`src/rtl/irq_sequencer.sv`:
```
// -----------------------------------------------------------------------------
// irq_sequencer
//
// Interrupt controller for the single-cycle CPU. Two level interrupt lines are
// edge-detected into pending bits and arbitrated by fixed priority (irq[0]
// highest). Entry and exit are sequenced here:
// - entry pushes the return PC and steers the PC mux to the winning vector;
// - exit pops the stack and steers the PC mux to the popped address.
// The block also owns the shared return-stack strobes and occupancy count.
// CPU call/ret requests pass through it, so the stack is never over- or
// under-flowed.
//
// Build option:
//   NESTING_EN  when defined, an enabled handler can be preempted by a pending
//               source of higher priority than any source in service. When not
//               defined, pending requests wait until the machine is back in
//               idle.
//
// Ports:
//   clk         system clock, all state updates on the rising edge
//   reset       synchronous, active-high reset
//   irq[1:0]    interrupt request lines (level, edge-detected here)
//   ei / di     enable / disable interrupts instruction this cycle
//   reti        return-from-interrupt instruction this cycle
//   cpu_push    CPU call wants to push ret_pc
//   cpu_pop     CPU ret wants to pop
//   ret_pc      address of the next sequential instruction
//   vec0/vec1   handler vectors for irq[0] / irq[1]
//   push/pop    return-stack strobes
//   push_data   data written to the return stack
//   pc_src      PC mux select: 00 sequential/CPU, 01 pc_vec, 10 stack output
//   pc_vec      vector of the source being entered
//   irq_ack     one-cycle acknowledge per source
//   in_service  sources whose handlers are currently active
//   gie         global interrupt enable
//   stack_err   sticky flag: a stack request was refused
// -----------------------------------------------------------------------------
module irq_sequencer #(
    parameter int unsigned PC_W        = 10,
    parameter int unsigned STACK_DEPTH = 8
) (
    input  logic            clk,
    input  logic            reset,
    input  logic [1:0]      irq,
    input  logic            ei,
    input  logic            di,
    input  logic            reti,
    input  logic            cpu_push,
    input  logic            cpu_pop,
    input  logic [PC_W-1:0] ret_pc,
    input  logic [PC_W-1:0] vec0,
    input  logic [PC_W-1:0] vec1,
    output logic            push,
    output logic            pop,
    output logic [PC_W-1:0] push_data,
    output logic [1:0]      pc_src,
    output logic [PC_W-1:0] pc_vec,
    output logic [1:0]      irq_ack,
    output logic [1:0]      in_service,
    output logic            gie,
    output logic            stack_err
);

    localparam int unsigned       DepthW    = $clog2(STACK_DEPTH + 1);
    localparam logic [DepthW-1:0] DepthFull = DepthW'(STACK_DEPTH);
    localparam logic [DepthW-1:0] DepthOne  = DepthW'(1);

    localparam logic [1:0] PcSeq   = 2'b00;
    localparam logic [1:0] PcVec   = 2'b01;
    localparam logic [1:0] PcStack = 2'b10;

    typedef enum logic [1:0] {
        StIdle,
        StEnter,
        StService,
        StReturn
    } state_e;

    // -------------------------------------------------------------------------
    // State
    // -------------------------------------------------------------------------
    state_e            state_q, state_d;
    logic [1:0]        irq_prev_q;
    logic [1:0]        pend_q, pend_d;
    logic [1:0]        in_service_q, in_service_d;
    logic              gie_q, gie_d;
    logic              stack_err_q, stack_err_d;
    logic [DepthW-1:0] depth_q, depth_d;
    // Source being entered: 0 -> irq[0], 1 -> irq[1]. Latched when the entry
    // decision is made so a request arriving during ENTER cannot change it.
    logic              win_q, win_d;

    // -------------------------------------------------------------------------
    // Helpers
    // -------------------------------------------------------------------------
    logic [1:0]        irq_rise;
    logic              fwd_push;
    logic              fwd_pop;
    logic              fwd_err;
    logic [DepthW-1:0] depth_fwd;
    logic              gie_instr;
    logic              preempt;
    logic              pend_win;

    assign irq_rise = irq & ~irq_prev_q;

    // Lowest pending index wins.
    assign pend_win = ~pend_q[0];

    // ei/di as decoded this cycle; di wins when both are present.
    assign gie_instr = di ? 1'b0 : (ei ? 1'b1 : gie_q);

    // CPU call/ret filter. A refused request, or a push and a pop in the same
    // cycle, raises the error flag. In the simultaneous case the pop wins.
    always_comb begin
        fwd_push = 1'b0;
        fwd_pop  = 1'b0;
        fwd_err  = 1'b0;
        if (cpu_pop) begin
            if (depth_q != '0) begin
                fwd_pop = 1'b1;
            end
            if ((depth_q == '0) || cpu_push) begin
                fwd_err = 1'b1;
            end
        end else if (cpu_push) begin
            if (depth_q != DepthFull) begin
                fwd_push = 1'b1;
            end else begin
                fwd_err = 1'b1;
            end
        end
    end

    // Occupancy after this cycle's forwarded CPU traffic. Entry checks this
    // value rather than depth_q: a CPU push in the deciding cycle must not
    // leave ENTER pushing into a full stack.
    assign depth_fwd = depth_q + DepthW'(fwd_push) - DepthW'(fwd_pop);

`ifdef NESTING_EN
    // With two sources, only irq[0] can outrank an active handler, and only
    // when the sole source in service is irq[1].
    assign preempt = gie_q & pend_q[0] & ~in_service_q[0] & in_service_q[1];
`else
    assign preempt = 1'b0;
`endif

    // -------------------------------------------------------------------------
    // Next state and outputs
    // -------------------------------------------------------------------------
    always_comb begin
        state_d      = state_q;
        pend_d       = pend_q | irq_rise;
        in_service_d = in_service_q;
        gie_d        = gie_q;
        stack_err_d  = stack_err_q;
        depth_d      = depth_q;
        win_d        = win_q;

        push      = 1'b0;
        pop       = 1'b0;
        push_data = '0;
        pc_src    = PcSeq;
        pc_vec    = '0;
        irq_ack   = 2'b00;

        unique case (state_q)
            StIdle: begin
                push      = fwd_push;
                pop       = fwd_pop;
                push_data = ret_pc;
                depth_d   = depth_fwd;
                gie_d     = gie_instr;
                // reti with nothing in service is always an error here.
                if (fwd_err || reti) begin
                    stack_err_d = 1'b1;
                end
                if (gie_q && (pend_q != 2'b00) && (depth_fwd < DepthFull)) begin
                    state_d = StEnter;
                    win_d   = pend_win;
                end
            end

            StEnter: begin
                // The CPU instruction in this slot is squashed: its stack
                // request and ei/di are ignored.
                push          = 1'b1;
                push_data     = ret_pc;
                pc_src        = PcVec;
                pc_vec        = win_q ? vec1 : vec0;
                irq_ack[win_q] = 1'b1;

                pend_d[win_q]       = irq_rise[win_q];
                in_service_d[win_q] = 1'b1;
                gie_d               = 1'b0;
                depth_d             = depth_q + DepthOne;
                state_d             = StService;
            end

            StService: begin
                push_data = ret_pc;
                gie_d     = gie_instr;
                if (reti) begin
                    // reti owns this slot; CPU stack traffic is not forwarded
                    // so the RETURN pop cannot be doubled up.
                    if (depth_q != '0) begin
                        state_d = StReturn;
                    end else begin
                        stack_err_d = 1'b1;
                    end
                end else begin
                    push    = fwd_push;
                    pop     = fwd_pop;
                    depth_d = depth_fwd;
                    if (fwd_err) begin
                        stack_err_d = 1'b1;
                    end
                    if (preempt && (depth_fwd < DepthFull)) begin
                        state_d = StEnter;
                        win_d   = 1'b0;
                    end
                end
            end

            StReturn: begin
                pop     = 1'b1;
                pc_src  = PcStack;
                depth_d = depth_q - DepthOne;
                gie_d   = 1'b1;
                // Retire the highest-priority active handler.
                if (in_service_q[0]) begin
                    in_service_d[0] = 1'b0;
                end else begin
                    in_service_d[1] = 1'b0;
                end
                state_d = (in_service_d != 2'b00) ? StService : StIdle;
            end

            default: begin
                state_d = StIdle;
            end
        endcase
    end

    // -------------------------------------------------------------------------
    // Registers
    // -------------------------------------------------------------------------
    always_ff @(posedge clk) begin
        if (reset) begin
            state_q      <= StIdle;
            irq_prev_q   <= 2'b00;
            pend_q       <= 2'b00;
            in_service_q <= 2'b00;
            gie_q        <= 1'b0;
            stack_err_q  <= 1'b0;
            depth_q      <= '0;
            win_q        <= 1'b0;
        end else begin
            state_q      <= state_d;
            irq_prev_q   <= irq;
            pend_q       <= pend_d;
            in_service_q <= in_service_d;
            gie_q        <= gie_d;
            stack_err_q  <= stack_err_d;
            depth_q      <= depth_d;
            win_q        <= win_d;
        end
    end

    assign in_service = in_service_q;
    assign gie        = gie_q;
    assign stack_err  = stack_err_q;

endmodule

```
`config.mk`:
```
export PLATFORM = sky130hd
export DESIGN_NAME = irq_sequencer
export DESIGN_NICKNAME = d
export VERILOG_FILES = /design/src/rtl/irq_sequencer.sv
export SDC_FILE = /design/constraint.sdc
export NUM_CORES = 1
export LEC_CHECK = 0
export ABC_AREA = 1
export CAP_MARGIN = 20
export CORE_MARGIN = 5
export CORE_UTILIZATION = 40
export DETAILED_ROUTE_END_ITERATION = 6
export MAX_ROUTING_LAYER = met4
export PLACE_DENSITY_LB_ADDON = 0.08
export SLEW_MARGIN = 20
export SYNTH_ARGS = -nofsm -noshare
export SYNTH_HDL_FRONTEND = slang
export SYNTH_SLANG_ARGS = --single-unit
export TNS_END_PERCENT = 20
```
`constraint.sdc`:
```
create_clock -name clk -period 3.24 [get_ports clk]
set_input_delay 0.486 -clock clk [delete_from_list [all_inputs] [get_ports clk]]
set_output_delay 0.486 -clock clk [all_outputs]
set_load 0.05 [all_outputs]
```
==> impl_metrics.csv, run 1 <==
group,metric,value,unit
global_route,grt_pass1_vias,1242,
sta,holdWs,0.448,ns
sta,timing.slew.headroom,0.649,
drt,drt_iter0_markers,69,
finish,post_route_cells_drive_above_1_share,0.0690,
clock_tree,cts_tree,"done",
global_route,grt_max_degree,17,
synth,yosysWarningCount,0,
sta,period_needed,3.03,ns
place,port_buffers,68,
place,place_area,1830,µm²
synth,syn_avg_cell_area,6.99,µm²
synth,yosys_register_bits,15,
sta,setup_viol,0,
synth,syn_nets,213,
job,cap_violations,0,
power,vdd.ir_drop.worst,0.000607,V
finish,diodes,0,
sta,setup_slack,0.206,ns
synth,syn_area,1150,µm²
setup_path,crit_fanout,12,
drt,vias,1325,
run_status,status,"finished, final reports clean",
floorplan,die_y,63.7,µm
clock_tree,postCtsHoldBufs,0,
finish,final_cell_mix,"68 x clkdlybuf4s50_1, 31 x inv_1, 29 x nor2_1",
clock_tree,clock_sinks,15,
worst_hold_path,min_from,"irq_prev_q[0]",
worst_hold_path,hold_path_end,"pend_q[0]",
sta,finalHoldViolCount,0,
floorplan,die_w,63.7,µm
synth,syn_inst,165,
sta,maxSlewViolCount,0,
power,power_leakage,0.828,nW
drt,first_pass_iters,4,
floorplan,die_area,4060,µm²
clock_tree,htreeDepth,1,
sta,rsz0062_at_grt,"no",
setup_path,path_class,"register to primary output",
drt,wl,3630,µm
drt,avgRoutedWirePerCell,13.8,µm
drt,via_per_inst,5.04,
setup_path,critPathArrivalTime,2.55,ns
clock_tree,clock-root-buffer,"clkbuf_4",
drt,postRouteAntennaNets,0,
sta,tightestPinTransition,0.525,ns
finish,layout_commonest_cell,"clkdlybuf4s50_1",
finish,stdcell_count,263,
clock_tree,clock_path_buffers,2,
place,place_hpwl,3050,µm
setup_path,r2r_cells,12,
sta,tns,0,ns
clock_tree,clock_latency,0.28,ns
sta,finalCritPeriodShare,0.936,
clock_tree,ctsResizeCount,0,
place,gp_congestion,0.945,
setup_path,worstPathRequired,2.75,ns
sta,maxClockFrequency,330,MHz
place,pre_cts_ws,0.474,ns
setup_path,startpoint_type,"register",
setup_path,worst_setup_path_end_kind,"primary output",
worst_hold_path,hold_depth,1,
global_route,grtUsageTotal,0.183,
clock_tree,cts_buffers,3,
clock_tree,clk_pin_slew,0.09,ns
floorplan,coreArea,2760,µm²
finish,layout.nets,281,
drt,drc,0,
setup_path,r2r-end,"depth_q[1]",
synth,synth-seq-area-share,0.260,
floorplan,rows,19,
global_route,antenna_found_initial,0,
setup_path,r2r_slack,0.87,ns
clock_tree,cts_setup_buffers,0,
place,dp.cells,259,
floorplan,io-pin-count,69,
finish,postLayoutCellArea,1860,µm²
global_route,grt_pass1_wl,5910,µm
power,power_density,756,nW/µm²
floorplan,start_util,0.418,
worst_hold_path,hp-class,"register to register",
sta,finClkSkew,0.00760,ns
setup_path,rr_startpoint,"depth_q[3]",
global_route,gr-total-overflow,0,
synth,ys_types,30,
finish,area_delta_synth_final,60.8,%
## Yosys cell counts
library cell	instances	area (µm²)
nand4_1	1	6.26
xnor2_1	2	17.5
a22o_2	8	80.1
clkbuf_1	1	3.75
inv_2	1	3.75
buf_4	2	15.0
o21a_1	2	15.0
ha_1	7	87.6
nand3_1	9	45.0
clkbuf_8	1	13.8
a211oi_1	1	7.51
fa_1	2	40.0
nor2_2	2	12.5
o32ai_1	2	17.5
nand2_1	19	71.3
inv_1	31	116
nor3b_1	2	15.0
o221ai_1	1	8.76
o211ai_1	1	7.51
nor3_1	4	20.0
buf_6	1	11.3
a21oi_1	8	40.0
dfxtp_1	15	300
xor2_1	1	8.76
nor2_4	1	11.3
nor2_1	29	109
a22o_1	2	17.5
nand3b_1	2	15.0
o21ai_0	6	30.0
nand2_2	1	6.26
## worst max-delay path, stage by stage, from the launching register on
cell and delay, ns:
dfxtp_1 0.62, nand2_2 0.17, nor2_2 0.42, a22o_2 0.24, clkdlybuf4s50_1 0.81
## area by class of cell
| class | instances | area (µm²) |
|---|---|---|
| Tap cell | 31 | 38.8 |
| Multi-Input combinational cell | 113 | 689 |
| Sequential cell | 15 | 300 |
| Clock buffer | 4 | 26.3 |
| Timing Repair Buffer | 68 | 681 |
| Fill cell | 248 | 902 |
| Inverter | 32 | 120 |
## per-stage QoR
step	power, mW	utilization
after floorplan	1.02	-
after global placement	1.27	0.663
after detailed placement	1.30	0.663
after CTS	1.40	0.673
after global routing	1.50	0.673
final	1.40	0.673
## report_power, final
group          switching [mW]  internal, mW
clock                  0.0560        0.0477
combinational           0.614         0.377
sequential             0.0732         0.235
total                   0.743         0.660
## sequential cells by signal, summed over array words and instances, names as in the netlist
register and cells:
depth_q 4, in_service 2, irq_prev_q 2, pend_q 2
state_q 2, gie 1, stack_err 1, win_q 1
## layer usage
layer / global-route usage / vias to the layer above / wire, µm / part of all wire
met5: - / - / 0 / 0
met4: 0.0675 / 0 / 69 / 0.019
met3: 0.0409 / 6 / 303 / 0.084
met2: 0.294 / 75 / 1750 / 0.48
met1: 0.222 / 574 / 1500 / 0.41
li1: - / 670 / - / -
## logic make-up after synthesis
kind of cell,count (synthesis),synth area share
xor+xnor,3,0.0228
compound gates,31,0.194
fa+ha+maj,9,0.111
buf+inv,37,0.142
flops,15,0.260
simple gates,70,0.270
## worst max path at each step
stage / startpoint / to / slack (ns) / cells past startpoint
4_1_cts: state_q[0] / pc_vec[8] / 0.19 / 4
3_5_place_dp: cpu_pop / pop / 0.47 / 6
6_report: state_q[0] / pc_vec[8] / 0.21 / 4
2_1_floorplan: depth_q[2] / pop / 0.70 / 6
5_1_grt: state_q[0] / pc_vec[3] / 0.06 / 4
3_3_place_gp: cpu_pop / pop / 0.51 / 6
(Power assumes the default switching activity.)
==> inputs of run 2 (changes only) <==
CAP_MARGIN = unset   (was 20)
==> results of run 2 <==
No change in the layout: final DEF, timing and power equal those of run 1.
